File: config.mk
export PLATFORM = sky130hd
export DESIGN_NAME = i2c_master_byte_flat
export DESIGN_NICKNAME = d
export VERILOG_FILES = /design/src/rtl/i2c_pkg.sv /design/src/rtl/i2c_master_byte_if.sv /design/src/rtl/i2c_master_byte.sv /design/src/flat_wrapper.sv
export SDC_FILE = /design/constraint.sdc
export NUM_CORES = 1
export LEC_CHECK = 0
export ABC_AREA = 1
export CAP_MARGIN = 20
export CORE_MARGIN = 2
export CORE_UTILIZATION = 59
export CTS_BUF_LIST = sky130_fd_sc_hd__clkbuf_8
export CTS_CLUSTER_DIAMETER = 200
export CTS_CLUSTER_SIZE = 8
export DETAILED_ROUTE_END_ITERATION = 8
export PLACE_DENSITY = 0.93
export SETUP_SLACK_MARGIN = 0.15
export SYNTH_ARGS = -nofsm -noshare
export SYNTH_HDL_FRONTEND = slang
export SYNTH_SLANG_ARGS = --single-unit
File: constraint.sdc
create_clock -name clk -period 3.7 [get_ports clk]
set_clock_uncertainty 0.1 [all_clocks]
set_input_delay 0.74 -clock clk [delete_from_list [all_inputs] [get_ports clk]]
set_output_delay 0.74 -clock clk [all_outputs]
set_load 0.005 [all_outputs]
File: src/rtl/i2c_pkg.sv
// Shared definitions for the byte-level I2C master: controller states and
// the default byte width.
package i2c_pkg;

   localparam int NBITS_DEFAULT = 8;

   typedef enum logic [2:0] {
      IDLE,
      START,
      DATA,
      ACK,
      STOP
   } i2c_state_e;

endpackage

File: src/rtl/i2c_master_byte_if.sv
// Command handshake, result and bus-pin bundle of the byte-level I2C master.
// The master modport is the controller's view; slave is the host/bus side.
interface i2c_master_byte_if #(
   parameter int NBITS = i2c_pkg::NBITS_DEFAULT
);

   logic             scl_p;
   logic             scl_n;
   logic             cmd_valid;
   logic             cmd_ready;
   logic             cmd_start;
   logic             cmd_stop;
   logic             cmd_read;
   logic             cmd_nack;
   logic [NBITS-1:0] tx_data;
   logic [NBITS-1:0] rx_data;
   logic             sda_in;
   logic             sda_oe;
   logic             scl_en;
   logic             done;
   logic             ack_err;
   logic             busy;

   modport master (
      input  scl_p, scl_n, cmd_valid, cmd_start, cmd_stop, cmd_read, cmd_nack,
             tx_data, sda_in,
      output cmd_ready, rx_data, sda_oe, scl_en, done, ack_err, busy
   );

   modport slave (
      output scl_p, scl_n, cmd_valid, cmd_start, cmd_stop, cmd_read, cmd_nack,
             tx_data, sda_in,
      input  cmd_ready, rx_data, sda_oe, scl_en, done, ack_err, busy
   );

endinterface

File: src/rtl/i2c_master_byte.sv
// Byte-level I2C master: transfers one byte with optional START/STOP framing,
// paced by SCL rise/fall strobes from a divider running on the same clk.
module i2c_master_byte
   import i2c_pkg::*;
#(
   parameter int NBITS = NBITS_DEFAULT
) (
   input  logic              clk,
   input  logic              rst_n,
   i2c_master_byte_if.master bus
);

   localparam int            CW       = $clog2(NBITS + 1);
   localparam logic [CW-1:0] LAST_BIT = CW'(NBITS);

   i2c_state_e       state_q,   state_d;
   logic             phase_q,   phase_d;
   logic             armed_q,   armed_d;
   logic [CW-1:0]    bit_cnt_q, bit_cnt_d;
   logic [NBITS-1:0] tx_q,      tx_d;
   logic [NBITS-1:0] rx_q,      rx_d;
   logic             rd_q,      rd_d;
   logic             stop_q,    stop_d;
   logic             nack_q,    nack_d;
   logic             ack_smp_q, ack_smp_d;
   logic             sda_oe_q,  sda_oe_d;
   logic             scl_en_q,  scl_en_d;
   logic             done_q,    done_d;
   logic             ack_err_q, ack_err_d;

   logic p, n, ready, accept;

   // Coincident strobes are illegal input and are dropped entirely.
   assign p      = bus.scl_p & ~bus.scl_n;
   assign n      = bus.scl_n & ~bus.scl_p;
   assign ready  = (state_q == IDLE) && !done_q;
   assign accept = bus.cmd_valid && ready;

   assign bus.cmd_ready = ready;
   assign bus.rx_data   = rx_q;
   assign bus.sda_oe    = sda_oe_q;
   assign bus.scl_en    = scl_en_q;
   assign bus.done      = done_q;
   assign bus.ack_err   = ack_err_q;
   assign bus.busy      = (state_q != IDLE);

   always_comb begin
      // NOTE: every next-state value starts from its hold value so no branch can infer a latch.
      state_d   = state_q;
      phase_d   = phase_q;
      armed_d   = armed_q;
      bit_cnt_d = bit_cnt_q;
      tx_d      = tx_q;
      rx_d      = rx_q;
      rd_d      = rd_q;
      stop_d    = stop_q;
      nack_d    = nack_q;
      ack_smp_d = ack_smp_q;
      sda_oe_d  = sda_oe_q;
      scl_en_d  = scl_en_q;
      ack_err_d = ack_err_q;
      done_d    = 1'b0;

      unique case (state_q)
         IDLE: begin
            if (accept) begin
               tx_d      = bus.tx_data;
               rd_d      = bus.cmd_read;
               stop_d    = bus.cmd_stop;
               nack_d    = bus.cmd_nack;
               ack_smp_d = 1'b0;
               bit_cnt_d = '0;
               armed_d   = 1'b0;
               phase_d   = 1'b0;
               state_d   = bus.cmd_start ? START : DATA;
            end
         end

         // phase_q: START has pulled SDA low (START) / SCL already parked (STOP).
         START: begin
            if (!phase_q && p) begin
               sda_oe_d = 1'b1;
               phase_d  = 1'b1;
            end else if (phase_q && n) begin
               scl_en_d = 1'b1;
               sda_oe_d = rd_q ? 1'b0 : ~tx_q[NBITS-1];
               tx_d     = {tx_q[NBITS-2:0], 1'b0};
               armed_d  = 1'b1;
               state_d  = DATA;
            end
         end

         // Without START, SCL may rise before the first bit is placed; armed_q
         // keeps that rising edge from counting as a data bit.
         DATA: begin
            if (n) begin
               if (bit_cnt_q == LAST_BIT) begin
                  sda_oe_d = rd_q ? ~nack_q : 1'b0;
                  state_d  = ACK;
               end else begin
                  scl_en_d = 1'b1;
                  sda_oe_d = rd_q ? 1'b0 : ~tx_q[NBITS-1];
                  tx_d     = {tx_q[NBITS-2:0], 1'b0};
                  armed_d  = 1'b1;
               end
            end else if (p && armed_q && (bit_cnt_q != LAST_BIT)) begin
               bit_cnt_d = bit_cnt_q + CW'(1);
               if (rd_q) begin
                  rx_d = {rx_q[NBITS-2:0], bus.sda_in};
               end
            end
         end

         ACK: begin
            if (p && !rd_q) begin
               ack_smp_d = bus.sda_in;
            end else if (n) begin
               if (stop_q) begin
                  sda_oe_d = 1'b1;
                  phase_d  = 1'b0;
                  state_d  = STOP;
               end else begin
                  sda_oe_d  = 1'b0;
                  done_d    = 1'b1;
                  ack_err_d = ack_smp_q;
                  state_d   = IDLE;
               end
            end
         end

         STOP: begin
            if (p) begin
               if (!phase_q) begin
                  scl_en_d = 1'b0;
                  phase_d  = 1'b1;
               end else begin
                  sda_oe_d  = 1'b0;
                  done_d    = 1'b1;
                  ack_err_d = ack_smp_q;
                  state_d   = IDLE;
               end
            end
         end

         default: state_d = IDLE;
      endcase
   end

   always_ff @(posedge clk) begin
      // NOTE: sequential state uses non-blocking assignments so every register samples pre-edge values.
      if (!rst_n) begin
         state_q   <= IDLE;
         phase_q   <= 1'b0;
         armed_q   <= 1'b0;
         bit_cnt_q <= '0;
         tx_q      <= '0;
         rx_q      <= '0;
         rd_q      <= 1'b0;
         stop_q    <= 1'b0;
         nack_q    <= 1'b0;
         ack_smp_q <= 1'b0;
         sda_oe_q  <= 1'b0;
         scl_en_q  <= 1'b0;
         done_q    <= 1'b0;
         ack_err_q <= 1'b0;
      end else begin
         state_q   <= state_d;
         phase_q   <= phase_d;
         armed_q   <= armed_d;
         bit_cnt_q <= bit_cnt_d;
         tx_q      <= tx_d;
         rx_q      <= rx_d;
         rd_q      <= rd_d;
         stop_q    <= stop_d;
         nack_q    <= nack_d;
         ack_smp_q <= ack_smp_d;
         sda_oe_q  <= sda_oe_d;
         scl_en_q  <= scl_en_d;
         done_q    <= done_d;
         ack_err_q <= ack_err_d;
      end
   end

endmodule

File: src/flat_wrapper.sv
// flat-port wrapper written by rule: the top's interface ports become plain ports
module i2c_master_byte_flat import i2c_pkg::*;
#(
   parameter int NBITS = NBITS_DEFAULT
)
  (clk, rst_n, bus_scl_p, bus_scl_n, bus_cmd_valid, bus_cmd_start, bus_cmd_stop, bus_cmd_read, bus_cmd_nack, bus_tx_data, bus_sda_in, bus_cmd_ready, bus_rx_data, bus_sda_oe, bus_scl_en, bus_done, bus_ack_err, bus_busy);
  i2c_master_byte_if #(.NBITS(NBITS)) bus_i ();
  input  logic clk;
  input  logic rst_n;
  input wire logic [$bits(bus_i.scl_p)-1:0] bus_scl_p;
  input wire logic [$bits(bus_i.scl_n)-1:0] bus_scl_n;
  input wire logic [$bits(bus_i.cmd_valid)-1:0] bus_cmd_valid;
  input wire logic [$bits(bus_i.cmd_start)-1:0] bus_cmd_start;
  input wire logic [$bits(bus_i.cmd_stop)-1:0] bus_cmd_stop;
  input wire logic [$bits(bus_i.cmd_read)-1:0] bus_cmd_read;
  input wire logic [$bits(bus_i.cmd_nack)-1:0] bus_cmd_nack;
  input wire logic [$bits(bus_i.tx_data)-1:0] bus_tx_data;
  input wire logic [$bits(bus_i.sda_in)-1:0] bus_sda_in;
  output wire logic [$bits(bus_i.cmd_ready)-1:0] bus_cmd_ready;
  output wire logic [$bits(bus_i.rx_data)-1:0] bus_rx_data;
  output wire logic [$bits(bus_i.sda_oe)-1:0] bus_sda_oe;
  output wire logic [$bits(bus_i.scl_en)-1:0] bus_scl_en;
  output wire logic [$bits(bus_i.done)-1:0] bus_done;
  output wire logic [$bits(bus_i.ack_err)-1:0] bus_ack_err;
  output wire logic [$bits(bus_i.busy)-1:0] bus_busy;
  assign bus_i.scl_p = bus_scl_p;
  assign bus_i.scl_n = bus_scl_n;
  assign bus_i.cmd_valid = bus_cmd_valid;
  assign bus_i.cmd_start = bus_cmd_start;
  assign bus_i.cmd_stop = bus_cmd_stop;
  assign bus_i.cmd_read = bus_cmd_read;
  assign bus_i.cmd_nack = bus_cmd_nack;
  assign bus_i.tx_data = bus_tx_data;
  assign bus_i.sda_in = bus_sda_in;
  assign bus_cmd_ready = bus_i.cmd_ready;
  assign bus_rx_data = bus_i.rx_data;
  assign bus_sda_oe = bus_i.sda_oe;
  assign bus_scl_en = bus_i.scl_en;
  assign bus_done = bus_i.done;
  assign bus_ack_err = bus_i.ack_err;
  assign bus_busy = bus_i.busy;
  i2c_master_byte #(.NBITS(NBITS)) u_core (.clk(clk), .rst_n(rst_n), .bus(bus_i));
endmodule
==> summary.txt, run 1 <==
STA
  – Crit path time final: between 2 and 3 ns
  – RSZ-0062 raised after global routing: no
  – Final hold violation count: 0
  – Fin crit share: 0.723
  – Slew Viols, Final: 0
  – Post-route worst setup slack: just over 1 ns
  – Setup Viol. Count Final: 0
  – Max frequency: approximately 0.37 GHz
  – Worst-Margin Slew: 0.509 ns
  – Worst relative slew slack: 0.659
  – WHS: between 0.3 and 0.4 ns
  – Fin Setup TNS: 0 ns

Critical path
  – Reg2reg setup slack: 1.97 ns
  – CP Launch Type: flip-flop
  – Critical Path AT: approximately 1.8 ns
  – CP Max Fanout: 9
  – Worst reg2reg startpoint: u_core.state_q[0]
  – Register-to-Register Path Depth: 9
  – Worst Path Required: about 2.9 ns
  – Reg2reg end: u_core.state_q[1]
  – Critical path class: reg -> out
  – Crit. End Element: output port

CTS
  – Clk buf depth: 2
  – Total CTS buffers: 5
  – CTS resizes: 0
  – Post-CTS Hold Fix Bufs: 0
  – Clock-pin slew on the worst setup and hold paths: ~0.07 ns
  – Worst-skew pair later-pin latency: roughly 0.29 ns
  – Clock Sink Count: 33
  – H-Tree Depth: 2
  – CTS tree: built
  – Post-CTS Setup Bufs: 0
  – Clk root buf: clkbuf_8

Yosys
  – Sequential-to-total area share from yosys stat: 0.360
  – Net count after synthesis: between 300 and 400
  – Main synth FF type: dfxtp_1
  – Post-synthesis xor/xnor area fraction: 0.00954
  – #FFs+latches synth: 33
  – Yosys warns: 0
  – Async SR Flop Fraction: 0
  – Synth Cell Area: between 0.0015 and 0.002 mm²
  – Mux contribution to synthesized area: 0
  – Compound-Gate Fraction of Synth Area: 0.0866
  – Cells after synthesis: roughly 290
  – Synthesized-area fraction occupied by adder cells: 0.0136
  – Largest family of logic cells by synthesized area: simple AND/OR/NAND/NOR gates
  – Syn Area/Cell: around 6.4 µm²
  – Area share of and/or/nand/nor cells after synthesis: 0.440
  – Number of synthesized flops with an enable pin: 0
  – Synth cell types: 28

Floorplanning
  – Row Count: 20
  – CORE AREA: about 0.003 mm²
  – Die area: 0.00357 mm²
  – Die width: 59.8 µm
  – Initial Util: 0.611
  – # IOs: 32
  – Chip Height: approximately 60 µm

Placement
  – DP Worst Slack: approximately 1.3 ns
  – Final GP Congestion: between 0.8 and 0.9
  – Cells after DPL: between 300 and 400
  – IO Port Bufs: 31
  – Dpl hpwl: roughly 3000 µm
  – Placed instance area: between 0.002 and 0.0025 mm²

Pwr
  – Leak: roughly 1.1 nW
  – Post-route total power: about 1.8 mW
  – Peak supply drop: roughly 430 µV
  – Pwr Density: roughly 780 mW/mm²

Routing
  – # DRC: 0
  – Detailed Route WL: about 4200 µm
  – Avg Vias per Cell: between 5 and 6
  – WL/cell: between 10 and 15 µm
  – Vias: roughly 1.9k
  – Number of DRC markers in iteration 0: 99
  – Pre-antenna DRT Iters: 4
  – Antenna Nets Post-Route: 0

Cells and area
  – Utilization after layout: 0.751
  – Layout cell share with drive strength beyond 1: 0.0966
  – Post-route cell area: around 0.0023 mm²
  – Non-filler instance count after layout: approximately 350
  – # fillers: between 200 and 250
  – Final nets: 340
  – Syn-to-layout area delta: 22.9%
  – Antenna diode count: 0

Hold path
  – Worst min path class: reg -> reg
  – HP Start: u_core.nack_q
  – Hold path cells: 2
  – Hold endpoint: u_core.nack_q

Global route
  – Number of global-route vias before repair: about 1.6k
  – Global Route Usage Sum: 0.254
  – Largest net degree at the start of global routing: 17
  – Total gr overflow: 0
  – Initial antenna violation count: 0
  – First-pass GRT wire length: between 6000 and 7000 µm

Flow run
  – Maxcap violations: 0

Outcome
  – Status: finished clean
## synth_stat cells (3+ instances only)
cell     count  area, µm²
nand2_1     80        300
a21oi_1     11       55.1
dfxtp_1     33        661
nor2_2       3       18.8
inv_1       28        105
o21ai_1      5       25.0
o21ai_0     10       50.1
nand4_1      4       25.0
nor2_1      64        240
inv_2        4       15.0
nand2_4      4       45.0
nand2_2      4       25.0
nand3_1     18       90.1
## flip-flops by register name, indices dropped and copies added (netlist names), 3 cells and up
name	count
u_core.bus.rx_data	8
u_core.tx_q	8
u_core.bit_cnt_q	4
u_core.state_q	3
## cells by family after synthesis
kind of cell,Yosys count
AND/OR/NAND/NOR,182
buffers and inverters,39
flip-flops,33
AO/OA/AOI/OAI,29
XOR/XNOR,2
adder cells (fa/ha/maj),2
## cells in the final DEF, fill, tap and decap left out
master	netlist	layout
clkbuf_8	0	7
buf_4	0	1
xor2_1	1	1
nor2_1	64	64
clkdlybuf4s50_1	0	31
inv_2	4	4
xnor2_1	1	1
nand2_1	80	80
a21oi_2	1	1
nor2_2	3	3
nand4_1	4	4
nand3b_1	1	1
clkinv_2	0	1
ha_1	2	2
nand2_2	4	4
o21ai_0	10	10
a21oi_1	11	11
dfxtp_1	33	33
nand2_4	4	4
o21a_1	1	1
o21ai_1	5	5
or2_2	1	1
nand3_1	18	18
nor2_4	1	1
nor2_8	1	1
inv_1	28	28
nand3_4	1	1
inv_4	1	1
o211ai_2	1	1
## critical path, cell delays in order (launching register included)
cell             delay (ns)
dfxtp_1                0.43
nor2_2                 0.23
nand2_1                0.18
nor2_2                 0.18
clkdlybuf4s50_1        0.53
## how the worst max path moves through the flow
| stage | start | to | slack [ns] | depth (start not counted) |
|---|---|---|---|---|
| final | u_core.state_q[0] | bus_cmd_ready | 1.03 | 4 |
| after global routing | u_core.state_q[0] | bus_cmd_ready | 0.91 | 4 |
| after CTS | u_core.state_q[0] | bus_cmd_ready | 1.05 | 4 |
| after detailed placement | bus_scl_p | u_core.bus.rx_data[7] | 1.28 | 9 |
| after floorplan | u_core.state_q[1] | bus_cmd_ready | 1.95 | 4 |
| after global placement | bus_cmd_valid | u_core.tx_q[5] | 1.34 | 8 |
## cell type report
class	instances	area (µm²)	area share
Clock inverter	1	5.00	0.00222
Inverter	33	126	0.0560
Sequential cell	33	661	0.293
Clock buffer	7	96.3	0.0427
Timing Repair Buffer	32	318	0.141
Multi-Input combinational cell	215	1010	0.447
Tap cell	33	41.3	0.0183
## power breakdown
group,internal [mW],switching [mW],total [mW]
sequential,0.454,0.0878,0.542
clock,0.168,0.135,0.303
combinational,0.343,0.569,0.912
total,0.965,0.792,1.76
## metal layers
metal,global-route usage,vias up,wire [µm],share of wire
met5,0,-,0,0
met4,0.102,0,85,0.020
met3,0.0628,9,245,0.059
met2,0.430,66,2070,0.49
met1,0.306,824,1790,0.43
li1,-,954,-,-
(Power assumes the default switching activity.)
==> run 2: changes to the inputs <==
- CORE_UTILIZATION: 59 -> 54
- PLACE_DENSITY: 0.93 -> 0.86
- clock period: 3.7 -> 2.5 ns (I/O delays scaled with it)
==> summary.txt, run 2 (synthesis gave the netlist of run 1 again) <==
Outcome
  – Status: finished clean (unchanged)

CTS
  – Clock-pin slew on the worst setup and hold paths: 0.06 ns (was 0.07 ns)
  – Total CTS buffers: 5 (unchanged)
  – Clk root buf: clkbuf_8 (unchanged)
  – Post-CTS Hold Fix Bufs: 0 (unchanged)
  – H-Tree Depth: 2 (unchanged)
  – CTS tree: built (unchanged)
  – Clock Sink Count: 33 (unchanged)
  – Worst-skew pair later-pin latency: 0.28 ns (was 0.29 ns)
  – Clk buf depth: 2 (unchanged)
  – Post-CTS Setup Bufs: 0 (unchanged)

Global route
  – Total gr overflow: 0 (unchanged)
  – Initial antenna violation count: 0 (unchanged)
  – Global Route Usage Sum: 0.221 (was 0.254)
  – Largest net degree at the start of global routing: 21 (was 17)
  – First-pass GRT wire length: 6970 µm (was 6870 µm)
  – Number of global-route vias before repair: 1586 (was 1617)

STA
  – Slew Viols, Final: 0 (unchanged)
  – Fin crit share: 0.907
  – Fin Setup TNS: 0 ns (unchanged)
  – Setup Viol. Count Final: 0 (unchanged)
  – Worst relative slew slack: 0.804 (was 0.659)
  – WHS: 0.352 ns (was 0.379 ns)
  – Final hold violation count: 0 (unchanged)
  – RSZ-0062 raised after global routing: no (unchanged)
  – Max frequency: around 0.44 GHz
  – Worst-Margin Slew: 0.293 ns (was 0.509 ns)
  – Post-route worst setup slack: 0.233 ns (was 1.03 ns)
  – Crit path time final: 2.27 ns

Critical path
  – Reg2reg setup slack: 0.82 ns (was 1.97 ns)
  – Critical Path AT: 1.67 ns (was 1.83 ns)
  – Worst Path Required: 1.90 ns (was 2.86 ns)
  – Worst Path Buf+Inv: 1 (unchanged)
  – Slowest CP cell: clkdlybuf4s50_1 (unchanged)
  – Worst path max stage delay: 0.51 ns (was 0.53 ns)
  – Most common cell on crit path: nor2_4 (was nor2_2)
  – Crit. End Element: output port (unchanged)
  – CP Launch Type: flip-flop (unchanged)
  – Critical path's top delay family: buffers and inverters (was simple AND/OR/NAND/NOR gates)
  – CP cell instances: nor2_4 -> nand2_1 -> nor2_4 -> clkdlybuf4s50_1 (was nor2_2 -> nand2_1 -> nor2_2 -> clkdlybuf4s50_1)
  – Critical path class: reg -> out (unchanged)
  – CP Max Fanout: 9 (unchanged)

Routing
  – Pre-antenna DRT Iters: 4 (unchanged)
  – # DRC: 0 (unchanged)
  – WL/cell: 10.8 µm (was 11.8 µm)
  – Vias: 1817 (was 1853)
  – Detailed Route WL: 3970 µm (was 4180 µm)
  – Antenna Nets Post-Route: 0 (unchanged)
  – Avg Vias per Cell: 4.94 (was 5.23)
  – Number of DRC markers in iteration 0: 133 (was 99)

Floorplanning
  – Chip Height: 62.3 µm (was 59.8 µm)
  – Row Count: 21 (was 20)
  – CORE AREA: 0.00331 mm² (was 0.00300 mm²)
  – Die area: 0.00388 mm² (was 0.00357 mm²)
  – Die width: 62.3 µm (was 59.8 µm)
  – Initial Util: 0.554 (was 0.611)
  – # IOs: 32 (unchanged)

Cells and area
  – Commonest non-fill, non-tap cell in the layout: nand2_1 (unchanged)
  – Post-route cell area: 0.00231 mm² (was 0.00226 mm²)
  – # fillers: 308 (was 246)
  – Antenna diode count: 0 (unchanged)
  – Non-filler instance count after layout: 368 (was 354)
  – Syn-to-layout area delta: 25.7% (was 22.9%)
  – Final nets: 341 (was 340)
  – Leading cell types in the layout, fill and taps excluded: 80 x nand2_1, 64 x nor2_1, 31 x clkdlybuf4s50_1, 31 x dfxtp_1, 29 x inv_1 (was 80 x nand2_1, 64 x nor2_1, 33 x dfxtp_1)
  – Utilization after layout: 0.697 (was 0.751)
  – Layout cell share with drive strength beyond 1: 0.102 (was 0.0966)

Pwr
  – Pwr Density: 1150 mW/mm² (was 779 mW/mm²)
  – Post-route total power: 2.65 mW (was 1.76 mW)
  – Leak: 1.09 nW (was 1.07 nW)
  – Peak supply drop: 556 µV (was 426 µV)

Placement
  – IO Port Bufs: 31 (unchanged)
  – Cells after DPL: 360 (was 346)
  – Placed instance area: 0.00218 mm² (was 0.00215 mm²)
  – Dpl hpwl: 3090 µm (was 3020 µm)
  – DP Worst Slack: 0.338 ns (was 1.28 ns)
  – Final GP Congestion: 0.921 (was 0.884)

Flow run
  – Maxcap violations: 0 (unchanged)

Hold path
  – Worst min path class: reg -> reg (unchanged)
==> run 2: cell types whose count changed in the layout (fill, tap and decap cells not counted), sizes merged <==
cell | previous run | this run
buf | 1 | 2
clkbuf | 7 | 6
clkinv | 1 | 0
bufinv | 0 | 1
inv | 33 | 34
==> run 2: worst min-delay path, delay by kind of cell, from the launching register on <==
kind / cells / cell delay [ns]
buf+inv: 1 / 0.05
flops: 1 / 0.31
compound gates: 1 / 0.05
==> run 2: cell type report <==
cell class,instances,area (µm²),area share
multi-input combinational,215,1020,0.441
sequential,33,663,0.287
timing repair buffer,33,325,0.141
inverter,33,126,0.0548
clock buffer,6,82.6,0.0358
tap,46,57.6,0.0249
clock inverter,2,33.8,0.0146
==> run 2: worst paths after layout <==
path                                            end                 from  cells past startpoint
worst min-delay path                 u_core.armed_q       u_core.armed_q                      2
worst min register to register       u_core.armed_q       u_core.armed_q                      2
worst max-delay path                  bus_cmd_ready    u_core.state_q[0]                      4
worst max register to register  u_core.bit_cnt_q[3]  u_core.bit_cnt_q[0]                      9
==> run 2: metal layers <==
metal	GRT usage	vias up	wire length [µm]
li1	-	952	-
met3	0.0489	11	216
met4	0.0806	0	70
met5	0	-	0
met2	0.371	58	1930
met1	0.279	796	1750
==> run 2: report_power, final <==
group          internal [mW]  total [mW]  leakage (nW)  switching (mW)
clock network          0.320       0.503        0.0626           0.183
registers              0.676       0.810         0.271           0.133
logic                  0.518        1.34         0.753           0.822
total                   1.51        2.65          1.09            1.14
==> run 2: repair_timing <==
item,4_1_cts,5_1_grt
hold endpoints to repair,0,0
resized for setup,2,2
setup endpoints to repair,1,1
